### src/rtl/ie_pkg.sv
// Shared execute-stage types: operand-B source select and the operand register state.
package ie_pkg;

  localparam int XLEN_DEF  = 32;
  localparam int IMM_W_DEF = 12;

  typedef enum logic [1:0] {
    OPB_REG    = 2'd0,
    OPB_IMM_ZX = 2'd1,
    OPB_IMM_SX = 2'd2,
    OPB_HOLD   = 2'd3
  } opb_sel_e;

  typedef enum logic {
    ST_EMPTY = 1'b0,
    ST_FULL  = 1'b1
  } opb_state_e;

endpackage

### src/rtl/ie_operand_mux_if.sv
// Operand-B request/response bundle between the ID/IE boundary (master) and the operand mux (slave).
interface ie_operand_mux_if #(
  parameter int XLEN    = ie_pkg::XLEN_DEF,
  parameter int IMM_W   = ie_pkg::IMM_W_DEF,
  parameter int NUM_FWD = 2
);
  // Handshake: a side transfers on a rising edge when valid && ready; valid may not wait on ready.
  logic                    in_valid;
  logic                    in_ready;
  logic [1:0]              sel;
  logic [XLEN-1:0]         rs2_value;
  logic [IMM_W-1:0]        immediate;
  logic [NUM_FWD-1:0]      fwd_hit;
  logic [NUM_FWD*XLEN-1:0] fwd_data;
  logic                    out_valid;
  logic                    out_ready;
  logic [XLEN-1:0]         rs2_ALU_in;
  logic                    fwd_used;

  modport master (
    output in_valid, sel, rs2_value, immediate, fwd_hit, fwd_data, out_ready,
    input  in_ready, out_valid, rs2_ALU_in, fwd_used
  );

  modport slave (
    input  in_valid, sel, rs2_value, immediate, fwd_hit, fwd_data, out_ready,
    output in_ready, out_valid, rs2_ALU_in, fwd_used
  );
endinterface

### src/rtl/ie_fwd_pick.sv
// Priority picker over forwarding sources; index 0 is the youngest stage and wins.
module ie_fwd_pick #(
  parameter int XLEN    = 32,
  parameter int NUM_FWD = 2
) (
  input  logic [NUM_FWD-1:0]      fwd_hit_i,
  input  logic [NUM_FWD*XLEN-1:0] fwd_data_i,
  output logic                    hit_any_o,
  output logic [XLEN-1:0]         data_o
);

  // Walk from the oldest source down so the lowest set index is written last.
  always_comb begin
    data_o = '0;
    for (int i = NUM_FWD - 1; i >= 0; i--) begin
      if (fwd_hit_i[i]) data_o = fwd_data_i[i*XLEN +: XLEN];
    end
  end

  assign hit_any_o = |fwd_hit_i;

endmodule

### src/rtl/ie_operand_mux.sv
// Execute-stage operand-B selector with a one-deep valid/ready output register.
// Forwarding is built only when IE_OPMUX_FWD_EN is defined.
module ie_operand_mux
  import ie_pkg::*;
#(
  parameter int XLEN    = XLEN_DEF,
  parameter int IMM_W   = IMM_W_DEF,
  parameter int NUM_FWD = 2
) (
  input  logic             clk,
  input  logic             rst_n,
  ie_operand_mux_if.slave  bus,
  output opb_state_e       dbg_state_o
);

  opb_state_e      state_q, state_d;
  logic [XLEN-1:0] op_q, op_d;
  logic [XLEN-1:0] last_q, last_d;
  logic            used_q, used_d;
  logic            xfer_in, xfer_out;
  logic [XLEN-1:0] reg_val;
  logic            reg_fwd;
  opb_sel_e        sel;

  assign sel = opb_sel_e'(bus.sel);

`ifdef IE_OPMUX_FWD_EN
  logic            hit_any;
  logic [XLEN-1:0] fwd_sel;

  ie_fwd_pick #(
    .XLEN    (XLEN),
    .NUM_FWD (NUM_FWD)
  ) u_fwd_pick (
    .fwd_hit_i  (bus.fwd_hit),
    .fwd_data_i (bus.fwd_data),
    .hit_any_o  (hit_any),
    .data_o     (fwd_sel)
  );

  assign reg_val = hit_any ? fwd_sel : bus.rs2_value;
  assign reg_fwd = hit_any;
`else
  logic unused_fwd;
  assign unused_fwd = ^{bus.fwd_hit, bus.fwd_data};
  assign reg_val    = bus.rs2_value;
  assign reg_fwd    = 1'b0;
`endif

  // Ready passes straight through so a full register drained this cycle refills with no bubble.
  assign bus.in_ready = (state_q == ST_EMPTY) || bus.out_ready;
  assign xfer_in      = bus.in_valid && bus.in_ready;
  assign xfer_out     = (state_q == ST_FULL) && bus.out_ready;

  always_comb begin
    state_d = state_q;
    op_d    = op_q;
    used_d  = used_q;
    last_d  = last_q;

    case (state_q)
      ST_EMPTY: if (xfer_in) state_d = ST_FULL;
      ST_FULL:  if (xfer_out && !xfer_in) state_d = ST_EMPTY;
      default:  state_d = ST_EMPTY;
    endcase

    if (xfer_in) begin
      used_d = 1'b0;
      case (sel)
        OPB_REG: begin
          op_d   = reg_val;
          used_d = reg_fwd;
        end
        OPB_IMM_ZX: op_d = {{(XLEN-IMM_W){1'b0}}, bus.immediate};
        OPB_IMM_SX: op_d = {{(XLEN-IMM_W){bus.immediate[IMM_W-1]}}, bus.immediate};
        default:    op_d = last_q;
      endcase
      last_d = op_d;
    end
  end

  always_ff @(posedge clk) begin
    if (!rst_n) begin
      state_q <= ST_EMPTY;
      op_q    <= '0;
      used_q  <= 1'b0;
      last_q  <= '0;
    end else begin
      state_q <= state_d;
      op_q    <= op_d;
      used_q  <= used_d;
      last_q  <= last_d;
    end
  end

  assign bus.out_valid  = (state_q == ST_FULL);
  assign bus.rs2_ALU_in = op_q;
  assign bus.fwd_used   = used_q;
  assign dbg_state_o    = state_q;

endmodule

### src/flat_wrapper.sv
// flat-port wrapper written by rule: the top's interface ports become plain ports
module ie_operand_mux_flat import ie_pkg::*;
#(
  parameter int XLEN    = XLEN_DEF,
  parameter int IMM_W   = IMM_W_DEF,
  parameter int NUM_FWD = 2
)
  (clk, rst_n, dbg_state_o, bus_in_valid, bus_sel, bus_rs2_value, bus_immediate, bus_fwd_hit, bus_fwd_data, bus_out_ready, bus_in_ready, bus_out_valid, bus_rs2_ALU_in, bus_fwd_used);
  ie_operand_mux_if #(.XLEN(XLEN), .IMM_W(IMM_W), .NUM_FWD(NUM_FWD)) bus_i ();
  input  logic clk;
  input  logic rst_n;
  output opb_state_e dbg_state_o;
  input wire logic [$bits(bus_i.in_valid)-1:0] bus_in_valid;
  input wire logic [$bits(bus_i.sel)-1:0] bus_sel;
  input wire logic [$bits(bus_i.rs2_value)-1:0] bus_rs2_value;
  input wire logic [$bits(bus_i.immediate)-1:0] bus_immediate;
  input wire logic [$bits(bus_i.fwd_hit)-1:0] bus_fwd_hit;
  input wire logic [$bits(bus_i.fwd_data)-1:0] bus_fwd_data;
  input wire logic [$bits(bus_i.out_ready)-1:0] bus_out_ready;
  output wire logic [$bits(bus_i.in_ready)-1:0] bus_in_ready;
  output wire logic [$bits(bus_i.out_valid)-1:0] bus_out_valid;
  output wire logic [$bits(bus_i.rs2_ALU_in)-1:0] bus_rs2_ALU_in;
  output wire logic [$bits(bus_i.fwd_used)-1:0] bus_fwd_used;
  assign bus_i.in_valid = bus_in_valid;
  assign bus_i.sel = bus_sel;
  assign bus_i.rs2_value = bus_rs2_value;
  assign bus_i.immediate = bus_immediate;
  assign bus_i.fwd_hit = bus_fwd_hit;
  assign bus_i.fwd_data = bus_fwd_data;
  assign bus_i.out_ready = bus_out_ready;
  assign bus_in_ready = bus_i.in_ready;
  assign bus_out_valid = bus_i.out_valid;
  assign bus_rs2_ALU_in = bus_i.rs2_ALU_in;
  assign bus_fwd_used = bus_i.fwd_used;
  ie_operand_mux #(.XLEN(XLEN), .IMM_W(IMM_W), .NUM_FWD(NUM_FWD)) u_core (.clk(clk), .rst_n(rst_n), .bus(bus_i), .dbg_state_o(dbg_state_o));
endmodule
### config.mk
export PLATFORM = sky130hd
export DESIGN_NAME = ie_operand_mux_flat
export DESIGN_NICKNAME = d
export VERILOG_FILES = /design/src/rtl/ie_pkg.sv /design/src/rtl/ie_operand_mux_if.sv /design/src/rtl/ie_fwd_pick.sv /design/src/rtl/ie_operand_mux.sv /design/src/flat_wrapper.sv
export SDC_FILE = /design/constraint.sdc
export NUM_CORES = 1
export LEC_CHECK = 0
export BUFFER_PORTS_ARGS = -buffer_cell sky130_fd_sc_hd__buf_4
export CORE_MARGIN = 5
export CORE_UTILIZATION = 36
export DETAILED_ROUTE_END_ITERATION = 12
export PLACE_DENSITY = 0.79
export SLEW_MARGIN = 20
export SYNTH_ARGS = -nofsm -noshare
export SYNTH_HDL_FRONTEND = slang
export SYNTH_SLANG_ARGS = --single-unit
### constraint.sdc
create_clock -name clk -period 2.25 [get_ports clk]
set_clock_uncertainty 0.2 [all_clocks]
set_input_delay 0.45 -clock clk [delete_from_list [all_inputs] [get_ports clk]]
set_output_delay 0.45 -clock clk [all_outputs]
set_load 0.1 [all_outputs]
* Word level (Yosys, flattened, before mapping) *
Index checks and enable logic that the tools add are counted.

storage, ports and cells
  output and inout port bits = 36
  logic and storage cells = 17
  input bits = 116
  register bits after elaboration = 33

operators by class
  bitwise logic cells = 1
  muxes and demuxes = 4
  eq/ne operators = 2
  reductions and logical operators = 8

operators with widths
  kind                number
  $pmux 32 s3         1
  $logic_and 1x1->1   3
  $reduce_bool 3->1   1
  $eq 2x1->1 const B  1
  $eq 2x2->1 const B  1
  $logic_not 2->1     1
  $mux 1              2
  $pmux 1 s2          1
  $reduce_and 2->1    1
  $logic_not 1->1     1
  $logic_or 1x1->1    1
  $not 1->1           1

* Longest topological paths before layout *
Gate-level depths: netlist (run 1).

  word-level depth = 7
  gate-level depth with buffers = 7
  gate-level depth less buffers = 5

* Worst setup path before layout (run 1) *
No wires, ideal clock.

  kind = register -> output
  start point = register u_core.state_q, in the netlist u_core.bus.out_valid
  end point = output bus_in_ready
  stages on the path, launching flop included = 4
  slack = 33 ps
  data arrival time = 1567 ps
  data required time = 1600 ps
  path buffers = 2
  path through = dfxtp_1 > nand2b_1 > buf_6 > buf_2

between the ends
  longest elaborated chain between the ends = 2

RTL lines
  element                 RTL line              RTL
  start, declared         ie_operand_mux.sv:16  opb_state_e state_q, state_d;
  start signal, assigned  ie_operand_mux.sv:89  state_q <= state_d;
  $not 1->1               ie_operand_mux.sv:51  assign bus.in_ready = (state_q == ST_EMPTY) || bus.out_ready;
  $logic_or 1x1->1        ie_operand_mux.sv:51
  end, declared           flat_wrapper.sv:20    output wire logic [$bits(bus_i.in_ready)-1:0] bus_in_ready;

No other way between the ends.

* Worst setup path in the final report (run 1) *
Same ends and word-level chain as after synthesis.

==> results of run 1 <==
-- metal layers --
layer | up-vias | wire, um | track usage, %
met5 | - | 0 | 0
met1 | 737 | 1960 | 17.8
li1 | 772 | - | -
met3 | 6 | 387 | 4.36
met2 | 61 | 2240 | 25.6
met4 | 0 | 62 | 5.07
-- metrics by stage --
step                      total power [mW]  hold slack (ps)  setup slack, ps
after floorplan                       1.26              379             32.9
after global placement                1.44              310              354
after detailed placement              1.45              315              341
after CTS                             1.88              220              315
after global routing                  1.94              246              252
final                                 1.85              223              318
-- state kept, by name, summed over array words and instances (netlist names) --
register / count
u_core.last_q: 32
u_core.bus.out_valid: 1
-- cell families after synthesis --
kind of cell | synth area share, %
compound gates | 41.8
fa+ha+maj | 2.21
buf+inv | 10.2
flops | 39.0
other cells | 0.221
simple gates | 6.57
-- cell type report --
class,count,area [sq um]
Clock inverter,2,10.0
Inverter,4,15.0
Clock buffer,6,72.6
Timing Repair Buffer,95,738
Sequential cell,33,661
Tap cell,54,67.6
Multi-Input combinational cell,106,862
Fill cell,454,2230
-- synth_stat cells --
master / instances
a21oi_1: 33
dfxtp_1: 33
nand2_1: 20
a311oi_2: 18
a211oi_2: 12
a22oi_1: 12
buf_2: 12
buf_6: 6
inv_1: 4
clkbuf_1: 3
ha_1: 3
a311oi_1: 2
buf_4: 2
and2_4: 1
buf_1: 1
conb_1: 1
nand2b_1: 1
nand3b_1: 1
nor2b_4: 1
o21ba_4: 1
-- power by group --
| group | leakage, nW | total, mW | internal [mW] | switching [mW] |
|---|---|---|---|---|
| clock network | 0.0450 | 0.421 | 0.214 | 0.206 |
| registers | 0.273 | 0.659 | 0.633 | 0.0259 |
| logic | 0.710 | 0.772 | 0.221 | 0.551 |
| total | 1.03 | 1.85 | 1.07 | 0.783 |
-- worst register-to-register path, stage by stage, from the launching register on --
cell,delay [ps]
dfxtp_1,320
nand2b_1,310
and2_4,410
buf_4,220
a311oi_2,90
-- worst min path at each step --
stage	from	endpoint	slack, ps	cells past startpoint
after global routing	bus_in_valid	u_core.bus.out_valid	250	3
after CTS	bus_in_valid	u_core.bus.out_valid	220	3
final	bus_in_valid	u_core.bus.out_valid	220	3
after floorplan	bus_in_valid	u_core.bus.out_valid	380	2
after detailed placement	u_core.last_q[16]	u_core.last_q[16]	310	2
after global placement	u_core.last_q[15]	u_core.last_q[15]	310	2
==> impl_metrics.csv, run 1 <==
group,metric,value,unit
clocking,cts.path.max_buffers,2,
placed_design,finalWeightedCongestion,0.687,
die,row_count,25,
die,die_area,6180,sq um
routing,first_pass_iters,3,
layout,final_cell_mix,"buf_4, a21oi_1, dfxtp_1",
logic_synthesis,synth_top_cell_by_area,"dfxtp_1",
global_routing,grt_pass1_wl,7270,um
layout,syn_to_final_growth,43.1,%
layout,final_cells,300,
logic_synthesis,synth_top_area_share,39.0,%
layout,stdcell_area,2430,sq um
placed_design,placed_area,2340,sq um
setup_path,critPathMaxFanout,9,
die,die_y,78.6,um
sta,finalSetupTns,0,ps
sta,maxClockFrequency,0.518,GHz
sta,report.final.hold_viol_count,0,
clocking,cts_root_buf,"clkbuf_8",
setup_path,required,1600,ps
setup_path,r2r_start,"u_core.bus.out_valid",
layout,nNetsFinal,364,
setup_path,crit_type,"flop to output port",
setup_path,r2r_slack,570,ps
job,maxCapViolations,0,
logic_synthesis,yosysSeqAreaShare,39.0,%
logic_synthesis,synth_area,1700,sq um
logic_synthesis,yosysWarnings,0,
die,core,4660,sq um
clocking,postCtsResizedCells,0,
setup_path,endpoint,"bus_in_ready",
setup_path,r2r-end,"u_core.last_q[14]",
global_routing,grt_pass1_vias,1513,
setup_path,path_depth,2,
routing,routed_wl,4650,um
setup_path,critPathLaunch,"u_core.bus.out_valid",
setup_path,slowest_stage,"buf_4",
routing,ant_nets,0,
pwr,power.density,763,nW/um^2
sta,fin_crit_sh,85.9,%
setup_path,cp-end-kind,"output port",
clocking,clk_pin_slew_worst_paths,70,ps
global_routing,grt-ovfl-total,0,
setup_path,path_buf_inv,1,
clocking,clock_sinks,33,
sta,drv_slew,0,
sta,fin_crit,1930,ps
clocking,h-tree-depth,2,
setup_path,reg2regPathDepth,4,
die,ios,152,
logic_synthesis,syn_inst,167,
pwr,peakVddDrop,320,uV
logic_synthesis,synth_area_leaders,"dfxtp_1, a311oi_2, a21oi_1",
logic_synthesis,ys_types,20,
clocking,clk_latency,270,ps
global_routing,antenna_found_initial,0,
routing,drc,0,
layout,insertedDiodeCount,0,
layout,utilization,52.1,%
placed_design,dp_cells,292,
layout,layout_commonest_cell,"buf_4",
setup_path,crit_family,"buffers and inverters",
clocking,cts_tree,"done",
clocking,cts_hold_buf,0,
global_routing,grt.total_usage,15.0,%
placed_design,dp_hpwl,3370,um
logic_synthesis,syn_avg_cell_area,10.2,sq um
setup_path,crit_chain,"nand2b_1, buf_4",
die,die_x,78.6,um
sta,rsz0062_at_grt,"false",
routing,vias,1576,
sta,tightest_slew,633,ps
sta,slew_headroom,57.6,%
setup_path,slowest_delay,370,ps
setup_path,start_kind,"flop",
setup_path,cp.arrival,1280,ps
die,start_util,36.4,%
hold_path,hp-class,"input port to flop",
logic_synthesis,syn_nets,286,
routing,drt_iter0_markers,53,
sta,setup_viol,0,
placed_design,io_buffer_count,84,
layout,drive_gt1_share,54.9,%
global_routing,grt_max_degree,25,
clocking,numCtsBuffers,5,
run_status,outcome,"finished, final reports clean",
routing,via_per_inst,5.25,
pwr,p_leak,1.03,nW
logic_synthesis,ys_ff_latch,33,
clocking,cts_setup_buffers,0,
routing,routedWlPerCell,15.5,um
No activity file was read; power rests on OpenSTA's default activity.
==> run 2, diff against run 1 <==
Settings changed: ABC_AREA set to 1, PLACE_DENSITY 0.79 to 0.76.
==> run 2 against run 1 <==
Against the previous run:
- die area rose by 7.8%
- fmax rose by 2.5%
- highest routed layer unchanged
- clock-buffer cell count rose by 1
- sequential power barely moved
- critical path depth did not move
- synthesized area rose by 9.0%
- cell area rose by 6.5%
- via count rose by 26%
- largest power group unchanged
- flip-flop and latch count did not move
==> impl_metrics.csv, run 2 <==
group,metric,value,unit
job,maxCapViolations,0,
setup_path,r2r_slack,620,ps
layout,drive_gt1_share,25.4,%
setup_path,cp.arrival,1230,ps
layout,nFillCells,541,
global_routing,grt_pass1_wl,7850,um
hold_path,hp-class,"input port to flop",
global_routing,grt_max_degree,53,
layout,final_cell_mix,"nand2_1, buf_4, nor2_1",
pwr,peakVddDrop,336,uV
logic_synthesis,yosysWarnings,0,
logic_synthesis,syn_avg_cell_area,5.83,sq um
setup_path,r2r_start,"u_core.bus.out_valid",
logic_synthesis,syn_inst,317,
die,die_area,6670,sq um
logic_synthesis,async_flop_share,0,%
layout,nNetsFinal,511,
sta,drv_slew,0,
hold_path,hold_depth,5,
routing,drt_iter0_markers,78,
logic_synthesis,ys.flop_type,"dfxtp_1",
logic_synthesis,ys_types,16,
pwr,power.density,781,nW/um^2
clocking,cts_setup_buffers,0,
die,die_y,81.6,um
clocking,clk_latency,280,ps
layout,syn_to_final_growth,39.8,%
routing,routed_wl,4910,um
placed_design,dp_hpwl,3520,um
clocking,postCtsResizedCells,0,
sta,hold_slack,282,ps
die,ios,152,
clocking,cts_hold_buf,0,
logic_synthesis,ys_ff_latch,33,
routing,via_per_inst,4.30,
setup_path,reg2regPathDepth,5,
setup_path,slowest_stage,"buf_4",
routing,drc,0,
logic_synthesis,syn_nets,436,
sta,fin_crit_sh,83.7,%
layout,utilization,51.2,%
logic_synthesis,yosysSeqAreaShare,35.7,%
clocking,cts.path.max_buffers,2,
layout,layout_commonest_cell,"nand2_1",
die,start_util,36.7,%
setup_path,required,1600,ps
logic_synthesis,synth_most_common_cell,"nand2_1",
setup_path,cp-end-kind,"output port",
global_routing,antenna_found_initial,0,
clocking,cts_tree,"done",
die,row_count,26,
sta,fin_crit,1880,ps
routing,ant_nets,0,
sta,tightest_slew,531,ps
layout,regArea,661,sq um
logic_synthesis,synth_area_leaders,"dfxtp_1, nand2_1, nor2_1",
global_routing,grt-ovfl-total,0,
sta,setup_slack,366,ps
layout,largest_reg_flops,32,
clocking,clock_sinks,33,
die,die_x,81.6,um
setup_path,r2r-end,"u_core.last_q[20]",
logic_synthesis,synth_edf_count,0,
layout,multiInputGateArea,912,sq um
hold_path,whs_endpoint,"u_core.last_q[23]",
routing,first_pass_iters,5,
hold_path,hold_start,"bus_rs2_value[23]",
placed_design,finalWeightedCongestion,0.768,
setup_path,crit_chain,"nand2_2, buf_4",
setup_path,start_kind,"flop",
setup_path,slowest_delay,360,ps
placed_design,io_buffer_count,84,
layout,top_register,"u_core.last_q",
sta,slew_headroom,64.6,%
sta,maxClockFrequency,0.531,GHz
pwr,total_power,2.02,mW
logic_synthesis,synth_top_cell_by_area,"dfxtp_1",
placed_design,pre_cts_ws,293,ps
routing,routedWlPerCell,10.6,um
global_routing,grt_pass1_vias,1827,
sta,finalSetupTns,0,ps
sta,setup_viol,0,
global_routing,grt.total_usage,15.0,%
layout,insertedDiodeCount,0,
clocking,cts_root_buf,"clkbuf_8",
logic_synthesis,ys_top_cells_by_count,"nand2_1, nor2_1, inv_1",
clocking,numCtsBuffers,5,
run_status,outcome,"finished, final reports clean",
clocking,h-tree-depth,2,
clocking,clk_pin_slew_worst_paths,70,ps
logic_synthesis,synth_top_area_share,35.7,%
logic_synthesis,synth_area,1850,sq um
pwr,p_leak,1.53,nW
setup_path,crit_type,"flop to output port",
die,core,5040,sq um
setup_path,critPathMaxFanout,15,
routing,vias,1989,
sta,rsz0062_at_grt,"false",
sta,report.final.hold_viol_count,0,
[run 2: layout make-up]
| class | instances | share of cell area [%] |
|---|---|---|
| Clock buffer | 7 | 3.34 |
| Clock inverter | 1 | 1.16 |
| Inverter | 37 | 5.38 |
| Multi-Input combinational cell | 226 | 35.3 |
| Sequential cell | 33 | 25.6 |
| Tap cell | 70 | 3.39 |
| Timing Repair Buffer | 89 | 25.9 |
[run 2: logic make-up after synthesis]
| logic type | after synthesis | synth area share (%) |
|---|---|---|
| AO/OA/AOI/OAI | 1 | 0.406 |
| AND/OR/NAND/NOR | 221 | 46.7 |
| flip-flops | 33 | 35.7 |
| other | 1 | 0.203 |
| buffers and inverters | 58 | 14.9 |
| adder cells (fa/ha/maj) | 3 | 2.03 |
[run 2: worst max-delay path, delay by kind of cell (launching register included)]
family	cells	cell delay (ps)
buf+inv	1	360
flops	1	340
simple gates	1	260
[run 2: worst max path at each step]
stage                         startpoint                end  slack (ps)  cells after the start
floorplan           u_core.bus.out_valid       bus_in_ready          40                      2
global placement              bus_sel[0]  u_core.last_q[26]         330                      9
detailed placement            bus_sel[0]  u_core.last_q[18]         290                      9
CTS                 u_core.bus.out_valid       bus_in_ready         350                      2
global route        u_core.bus.out_valid       bus_in_ready         290                      2
finish              u_core.bus.out_valid       bus_in_ready         370                      2
[run 2: per-layer routing]
layer  vias up  wire length (um)  share of wire [%]  GRT usage [%]
met3         5               357                7.3           4.06
met2        66              2370                 48           26.4
li1       1059                 -                  -              -
met5         -                 0                  0              0
met4         0                58                1.2           4.65
met1       859              2130                 43           17.6
[run 2: power breakdown]
group | switching, mW | internal (mW) | leakage, nW | total [mW]
logic | 0.574 | 0.201 | 1.20 | 0.775
registers | 0.0255 | 0.634 | 0.273 | 0.659
clock network | 0.222 | 0.361 | 0.0585 | 0.584
[run 2: through the flow]
stage / instance area, sq um / std cells
after floorplan: 1850 / 317
after global placement: 2470 / 455
after detailed placement: 2470 / 455
after CTS: 2580 / 463
after global routing: 2580 / 463
final: 2580 / 463
